File: config.mk
export PLATFORM = sky130hd
export DESIGN_NAME = hazard_ctrl
export DESIGN_NICKNAME = d
export VERILOG_FILES = /design/src/rtl/mips_pkg.sv /design/src/rtl/hz_match.sv /design/src/rtl/hazard_ctrl.sv
export SDC_FILE = /design/constraint.sdc
export NUM_CORES = 1
export LEC_CHECK = 0
export CORE_ASPECT_RATIO = 0.8
export CORE_MARGIN = 2
export CORE_UTILIZATION = 45
export CTS_CLUSTER_DIAMETER = 60
export CTS_CLUSTER_SIZE = 8
export DETAILED_ROUTE_END_ITERATION = 8
export GPL_TIMING_DRIVEN = 1
export PLACE_DENSITY = 0.7
export SLEW_MARGIN = 20
export SYNTH_ARGS = -nofsm -noshare
export SYNTH_HDL_FRONTEND = slang
export SYNTH_SLANG_ARGS = --single-unit
File: constraint.sdc
create_clock -name clk -period 6.69 [get_ports clk]
set_input_delay 1.6725 -clock clk [delete_from_list [all_inputs] [get_ports clk]]
set_output_delay 1.6725 -clock clk [all_outputs]
set_load 0.005 [all_outputs]
File: src/rtl/mips_pkg.sv
// Shared definitions for the MIPS pipeline hazard controller: timing codes,
// bypass-mux encodings and the in-flight instruction record.
package mips_pkg;

  localparam int TW = 2;

  // D-stage bypass select
  localparam logic [1:0] FWD_GRF = 2'd0;
  localparam logic [1:0] FWD_E   = 2'd1;
  localparam logic [1:0] FWD_M   = 2'd2;
  localparam logic [1:0] FWD_W   = 2'd3;

  // E-stage bypass select
  localparam logic [1:0] FWD_E_REG = 2'd0;
  localparam logic [1:0] FWD_E_M   = 2'd1;
  localparam logic [1:0] FWD_E_W   = 2'd2;

  localparam logic [TW-1:0] TUSE_NONE = TW'(3);
  localparam logic [TW-1:0] TNEW_LINK = TW'(0);
  localparam logic [TW-1:0] TNEW_ALU  = TW'(1);
  localparam logic [TW-1:0] TNEW_LOAD = TW'(2);

  typedef struct packed {
    logic [4:0]    rs;
    logic [4:0]    rt;
    logic [4:0]    a3;
    logic          we;
    logic [TW-1:0] tnew;
  } hz_rec_t;

  localparam hz_rec_t HZ_BUBBLE = '0;

  function automatic logic [TW-1:0] sat_dec(input logic [TW-1:0] t);
    return (t == '0) ? '0 : t - TW'(1);
  endfunction

endpackage

File: src/rtl/hz_match.sv
// Compares one scoreboard record against one source register: does the
// record produce that register, is its value ready, and must D wait for it.
module hz_match
  import mips_pkg::*;
(
  input  hz_rec_t       rec_i,
  input  logic [4:0]    reg_i,
  input  logic [TW-1:0] tuse_i,
  output logic          live_o,
  output logic          ready_o,
  output logic          stall_term_o
);

  logic unused_fields;
  assign unused_fields = ^{rec_i.rs, rec_i.rt};

  // $0 is hardwired, so it never creates a dependency
  assign live_o       = rec_i.we && (rec_i.a3 == reg_i) && (reg_i != 5'd0);
  assign ready_o      = live_o && (rec_i.tnew == '0);
  assign stall_term_o = live_o && (rec_i.tnew > tuse_i);

endmodule

File: src/rtl/hazard_ctrl.sv
// Stall/forwarding controller for the 5-stage pipeline. Tracks the E, M and
// W destination records itself and derives stall and bypass selects from them.
module hazard_ctrl
  import mips_pkg::*;
#(
  parameter int TW    = mips_pkg::TW,
  parameter int CNT_W = 32
) (
  input  logic             clk,
  input  logic             reset,
  input  logic [4:0]       rs_D,
  input  logic [4:0]       rt_D,
  input  logic [TW-1:0]    tuse_rs_D,
  input  logic [TW-1:0]    tuse_rt_D,
  input  logic [4:0]       a3_D,
  input  logic             we_D,
  input  logic [TW-1:0]    tnew_D,
  output logic             stall,
  output logic [1:0]       fwd_rs_D,
  output logic [1:0]       fwd_rt_D,
  output logic [1:0]       fwd_rs_E,
  output logic [1:0]       fwd_rt_E,
  output logic             fwd_rt_M,
  output logic [CNT_W-1:0] stall_cnt
);

  hz_rec_t          e_q, m_q, w_q;
  hz_rec_t          e_d, m_d, w_d;
  logic [CNT_W-1:0] cnt_q, cnt_d;

  function automatic logic [1:0] d_sel(input logic e_rdy, input logic m_rdy,
                                       input logic w_live);
    if (e_rdy)       return FWD_E;
    else if (m_rdy)  return FWD_M;
    else if (w_live) return FWD_W;
    else             return FWD_GRF;
  endfunction

  function automatic logic [1:0] e_sel(input logic m_rdy, input logic w_live);
    if (m_rdy)       return FWD_E_M;
    else if (w_live) return FWD_E_W;
    else             return FWD_E_REG;
  endfunction

  // D stage: every in-flight record against both D source operands
  hz_rec_t       sb_rec [3];
  logic [4:0]    d_reg  [2];
  logic [TW-1:0] d_tuse [2];
  logic          d_live  [3][2];
  logic          d_ready [3][2];
  logic          d_term  [3][2];

  assign sb_rec[0] = e_q;
  assign sb_rec[1] = m_q;
  assign sb_rec[2] = w_q;
  assign d_reg[0]  = rs_D;
  assign d_reg[1]  = rt_D;
  assign d_tuse[0] = tuse_rs_D;
  assign d_tuse[1] = tuse_rt_D;

  for (genvar s = 0; s < 3; s++) begin : g_d_stage
    for (genvar o = 0; o < 2; o++) begin : g_d_op
      hz_match u_match (
        .rec_i       (sb_rec[s]),
        .reg_i       (d_reg[o]),
        .tuse_i      (d_tuse[o]),
        .live_o      (d_live[s][o]),
        .ready_o     (d_ready[s][o]),
        .stall_term_o(d_term[s][o])
      );
    end
  end

  // E stage: M and W records against the operands held in E
  hz_rec_t    e_src [2];
  logic [4:0] e_reg [2];
  logic       e_live  [2][2];
  logic       e_ready [2][2];
  logic       e_term  [2][2];

  assign e_src[0] = m_q;
  assign e_src[1] = w_q;
  assign e_reg[0] = e_q.rs;
  assign e_reg[1] = e_q.rt;

  for (genvar s = 0; s < 2; s++) begin : g_e_stage
    for (genvar o = 0; o < 2; o++) begin : g_e_op
      hz_match u_match (
        .rec_i       (e_src[s]),
        .reg_i       (e_reg[o]),
        .tuse_i      (TUSE_NONE),
        .live_o      (e_live[s][o]),
        .ready_o     (e_ready[s][o]),
        .stall_term_o(e_term[s][o])
      );
    end
  end

  // M stage: store data can only be late by the W result
  logic m_live, m_ready, m_term;

  hz_match u_m_match (
    .rec_i       (w_q),
    .reg_i       (m_q.rt),
    .tuse_i      (TUSE_NONE),
    .live_o      (m_live),
    .ready_o     (m_ready),
    .stall_term_o(m_term)
  );

  logic unused_match;
  assign unused_match = ^{d_live[0][0], d_live[0][1], d_live[1][0], d_live[1][1],
                          d_ready[2][0], d_ready[2][1], d_term[2][0], d_term[2][1],
                          e_live[0][0], e_live[0][1], e_ready[1][0], e_ready[1][1],
                          e_term[0][0], e_term[0][1], e_term[1][0], e_term[1][1],
                          m_ready, m_term};

  assign stall    = d_term[0][0] | d_term[1][0] | d_term[0][1] | d_term[1][1];
  assign fwd_rs_D = d_sel(d_ready[0][0], d_ready[1][0], d_live[2][0]);
  assign fwd_rt_D = d_sel(d_ready[0][1], d_ready[1][1], d_live[2][1]);
  assign fwd_rs_E = e_sel(e_ready[0][0], e_live[1][0]);
  assign fwd_rt_E = e_sel(e_ready[0][1], e_live[1][1]);
  assign fwd_rt_M = m_live;
  assign stall_cnt = cnt_q;

  always_comb begin
    e_d = HZ_BUBBLE;
    if (!stall) begin
      e_d = '{rs: rs_D, rt: rt_D, a3: a3_D, we: we_D, tnew: tnew_D};
    end
    m_d      = e_q;
    m_d.tnew = sat_dec(e_q.tnew);
    w_d      = m_q;
    w_d.tnew = '0;
    cnt_d    = stall ? cnt_q + CNT_W'(1) : cnt_q;
  end

  // Scoreboard advance: D -> E -> M -> W
  always_ff @(posedge clk or posedge reset) begin
    if (reset) begin
      e_q   <= HZ_BUBBLE;
      m_q   <= HZ_BUBBLE;
      w_q   <= HZ_BUBBLE;
      cnt_q <= '0;
    end else begin
      e_q   <= e_d;
      m_q   <= m_d;
      w_q   <= w_d;
      cnt_q <= cnt_d;
    end
  end

endmodule

---- After elaboration in Yosys (flattened, before gate mapping) ----
Cells that the tools add are included.
cells by class
  magnitude comparators ................... 4
  add/sub/neg operators ................... 2
  equality and inequality tests ........... 11
  reduce and logical (&&, ||, !) cells .... 39
  bitwise gates (word level) .............. 3
  multiplexer cells ....................... 12
operator list
  kind                                              number
  == test 5 bit                                     11
  adder 32 x 1 -> 32 bit, second input constant     1
  logical AND 1 bit                                 32
  nonzero test 5 bit                                5
  two-way mux 2 bit                                 11
  two-way mux 18 bit                                1
  > comparator 2 bit                                4
  zero test 2 bit                                   2
  bitwise OR 1 bit                                  3
  subtractor 2 x 1 -> 2 bit, second input constant  1
word-level totals
  output and inout bits ................... 42
  register bits ........................... 69
  word-level logic and storage cells ...... 83

---- Depth between registers and ports, before layout ----
  depth after elaboration ................. 8
  gate-level depth with buffers ........... 9
  depth with buffers taken out ............ 8

---- Modules after synthesis ----
From an unflattened synthesis, not the netlist that was laid out.
unflattened totals
  cell total of the unflattened synthesis .. 452
  area total of the unflattened synthesis .. 4534.3 um^2
modules (own cells, without submodules)
  module       instances  area each (um^2)  seq. area each (um^2)  cells an instance
  hazard_ctrl  1          2965.3            2102.0                 221
  hz_match     11         142.6             0.0                    21

---- Worst setup path after synthesis ----
No wires, ideal clock.
  path kind ............................... input to output
  start ................................... in rs_D[1]
  end ..................................... out stall
  stages on the path ...................... 6
  arrival ................................. 3.163 ns
  required time ........................... 5.017 ns
  slack ................................... 1.855 ns
  cell sequence ........................... or4_1 o211a_1 o2111a_1 nor4_4 buf_2 inv_2
between the ends
  longest elaborated chain between the ends .. 7
ends and longest elaborated chain
  what                              RTL line            source
  start: declaration                hazard_ctrl.sv:11   input logic [4:0] rs_D,
  == test 5 bit                     hz_match.sv:18      assign live_o = rec_i.we && (rec_i.a3 == reg_i) && (reg_i != 5'd0);
  logical AND 1 bit (2 in series)   hz_match.sv:18
  logical AND 1 bit                 hz_match.sv:20      assign stall_term_o = live_o && (rec_i.tnew > tuse_i);
  bitwise OR 1 bit * (3 in series)  hazard_ctrl.sv:118  assign stall = d_term[0][0] | d_term[1][0] | d_term[0][1] | d_term[1][1];
  end: declaration                  hazard_ctrl.sv:18   output logic stall,
Every way passes the cells marked *; elsewhere a longest branch is shown, timed or not.

---- Worst setup path after layout ----
  start ................................... in rt_D[2]
  end ..................................... out stall
between the ends
  longest elaborated chain between the ends .. 6
ends and longest elaborated chain
  what                             RTL line            source
  start: declaration               hazard_ctrl.sv:12   input logic [4:0] rt_D,
  == test 5 bit                    hz_match.sv:18
  logical AND 1 bit (2 in series)  hz_match.sv:18
  logical AND 1 bit                hz_match.sv:20
  bitwise OR 1 bit                 hazard_ctrl.sv:118
  bitwise OR 1 bit *               hazard_ctrl.sv:118
Marked as above.

==> results.yml <==
critical_path:
  critPathLaunchType: "input port"
  worstSetupPathType: "in -> out"
  crit_path_max_fanout: 5
  cp.arrival_ps: 4120
  worst_setup_path_end_kind: "primary output"
  crit_required_ps: 5020
clock_network:
  h-tree-depth: 3
  clk_path_buf_depth: 2
  cts.clk_slew.worst_paths_ps: 70
  postCtsSetupBuffers: 0
  cts_hold_buf: 0
  cts-resized-gates: 0
  cts_buffers: 9
  cts_tree: "done"
  cts_root_buf: "clkbuf_8"
  clk_latency_ps: 340
  cts.sinks: 69
synth:
  seq_area_frac_synth_pct: 47.6
  syn-instance-count: 343
  synthesis.nets: 376
  ys_ff_latch: 69
  yosysWarningCount: 0
  syn_area_um2: 3630
  postSynthAreaPerCell_um2: 10.6
  ys_types: 35
power:
  p_comb_share_pct: 14.2
  seqPwrFrac_pct: 48.5
  p_clk_share_pct: 37.4
  leakagePower_nw: 1.96
  ir_drop_uv: 120
  swShare_pct: 26.1
  internal_power_w: 0.000729
  power-per-cell-area_nw_per_um2: 216
  total_power_w: 0.000985
  p_sw_w: 0.000257
global_route:
  grt_max_degree: 70
  grt_use_total_pct: 19.9
  grt_pass1_vias: 2668
  grt_first_pass_wirelength_mm: 13.9
  antenna_found_initial: 0
  overflow: 0
timing:
  fin_skew_ps: 6.93
  fin_setup_tns_ps: 0
  slew_headroom_pct: 42.3
  period_minus_slack_ps: 5790
  finalCritPeriodShare_pct: 86.6
  max_freq_mhz: 173
  hold_viol: 0
  whs_ps: 462
  finalSetupViolCount: 0
  worst_pin_slew_ps: 866
  rsz0062_at_grt: "no"
  slew_violations: 0
place:
  gp_congestion: 0.871
  dp_hpwl_mm: 5.83
  port_buffers: 65
drt:
  via_count: 2650
  ant_nets: 0
  wire_per_inst_um: 16.1
  drc: 0
  viasPerCell: 5.17
  totalWireLength_mm: 8.25
  firstDrtPassIters: 4
  drt_iter0_drc: 155
floorplanning:
  initial_core_util_pct: 46.1
  die-width_um: 104
  core-area_um2: 7870
  num_io_pins: 66
  dieArea_um2: 8800
  die_h_um: 84.3
  rows: 29
final_layout:
  post-route-util_pct: 57.8
  layout.nets: 434
  drive_gt1_share_pct: 5.43
  diodes: 0
  area_delta_synth_final_pct: 25.5
job:
  max_cap_viol_count: 0
run_status:
  outcome: "completed"
worst_hold_path:
  min_path_type: "reg -> reg"
[Yosys cell counts]
cell type | instances | area share [%]
a2111oi_2 | 2 | 0.83
a21o_1 | 2 | 0.41
a21oi_1 | 5 | 0.69
and2_1 | 19 | 3.3
and3_1 | 2 | 0.34
and4_1 | 5 | 1.2
and4bb_1 | 2 | 0.69
buf_2 | 5 | 0.69
buf_4 | 2 | 0.41
clkbuf_1 | 13 | 1.3
dfrtp_1 | 69 | 48
ha_1 | 9 | 3.1
inv_1 | 11 | 1.1
inv_2 | 1 | 0.10
mux2_1 | 1 | 0.31
nand2_1 | 21 | 2.2
nand2b_1 | 2 | 0.34
nand3_1 | 11 | 1.5
nand3b_1 | 2 | 0.41
nand4_1 | 13 | 2.2
nand4b_1 | 1 | 0.24
nor2_1 | 13 | 1.3
nor2b_1 | 3 | 0.52
nor3_1 | 16 | 2.2
nor3b_1 | 2 | 0.41
nor4_1 | 12 | 2.1
nor4_4 | 1 | 0.59
nor4b_1 | 1 | 0.24
nor4b_2 | 1 | 0.41
o2111a_1 | 2 | 0.62
o211a_1 | 2 | 0.55
o211ai_1 | 2 | 0.41
or4_1 | 5 | 1.0
xnor2_1 | 49 | 12
xor2_1 | 36 | 8.7
[registers in the layout, summed over array words and instances, names as in the netlist]
register,count
stall_cnt,32
e_src,19
e_q,18
[cell families (layout without fill, tap and decap cells)]
family / Yosys count / after routing / synth area share (%)
buffers and inverters: 32 / 94 / 3.69
AND/OR/NAND/NOR: 132 / 132 / 21.3
XOR/XNOR: 85 / 85 / 20.5
AO/OA/AOI/OAI: 15 / 15 / 3.52
adder cells (fa/ha/maj): 9 / 9 / 3.10
flip-flops: 69 / 69 / 47.6
multiplexers: 1 / 1 / 0.310
[routing by layer]
| metal | GRT usage, % | share of wire, % |
|---|---|---|
| met4 | 6.76 | 1.5 |
| met5 | 0 | 0 |
| met2 | 30.3 | 45 |
| met1 | 28.6 | 49 |
| met3 | 3.96 | 4.2 |
[final cells by class]
cell class,instances,area (um^2)
Tap cell,108,135
Multi-Input combinational cell,242,1770
Timing Repair Buffer,67,666
Clock buffer,11,141
Fill cell,677,3320
Inverter,12,45.0
Sequential cell,69,1730
Clock inverter,4,72.6
[cells in the final DEF, fill, tap and decap left out, drive strengths merged, types with 3 or more instances in the layout]
master         instances
a21oi                  5
and2                  19
and4                   5
clkbuf                11
clkdlybuf4s50         65
dfrtp                 69
ha                     9
inv                   12
nand2                 21
nand3                 11
nand4                 13
nor2                  13
nor2b                  3
nor3                  16
nor4                  13
or4                    5
xnor2                 49
xor2                  36
[critical path, cell delays in order]
cell	delay (ps)
clkdlybuf4s50_1	540
or4_1	610
o211ai_1	290
a2111oi_2	110
nor4_4	410
inv_2	50
clkdlybuf4s50_1	440
[worst paths after layout]
| check | endpoint | start | slack (ps) | cells after the start |
|---|---|---|---|---|
| worst max-delay path | stall | rt_D[2] | 900 | 7 |
| worst max register to register | stall_cnt[26] | e_q[1] | 4190 | 7 |
| min in group asynchronous | e_q[0] | reset | 1910 | 3 |
| worst min register to register | e_src[20] | e_q[2] | 460 | 0 |
| max in group asynchronous | e_q[12] | reset | 4220 | 3 |
| worst min-delay path | e_src[20] | e_q[2] | 460 | 0 |
[per-stage QoR]
stage	setup slack [ps]	std cells	cell area [um^2]
after floorplan	1850	343	3630
after global placement	938	498	4340
after detailed placement	923	498	4340
after CTS	914	513	4550
after global routing	823	513	4550
final	899	513	4550
[power groups by stage]
stage	Sequential [W]	Combinational [W]	Clock, W
CTS	0.000477	0.000142	0.000378
global placement	0.000485	0.000138	0
detailed placement	0.000485	0.000139	0
finish	0.000478	0.000139	0.000368
floorplan	0.000467	0.0000947	0
global route	0.000481	0.000155	0.000396
Note: power is estimated with default switching activity, not from simulation.
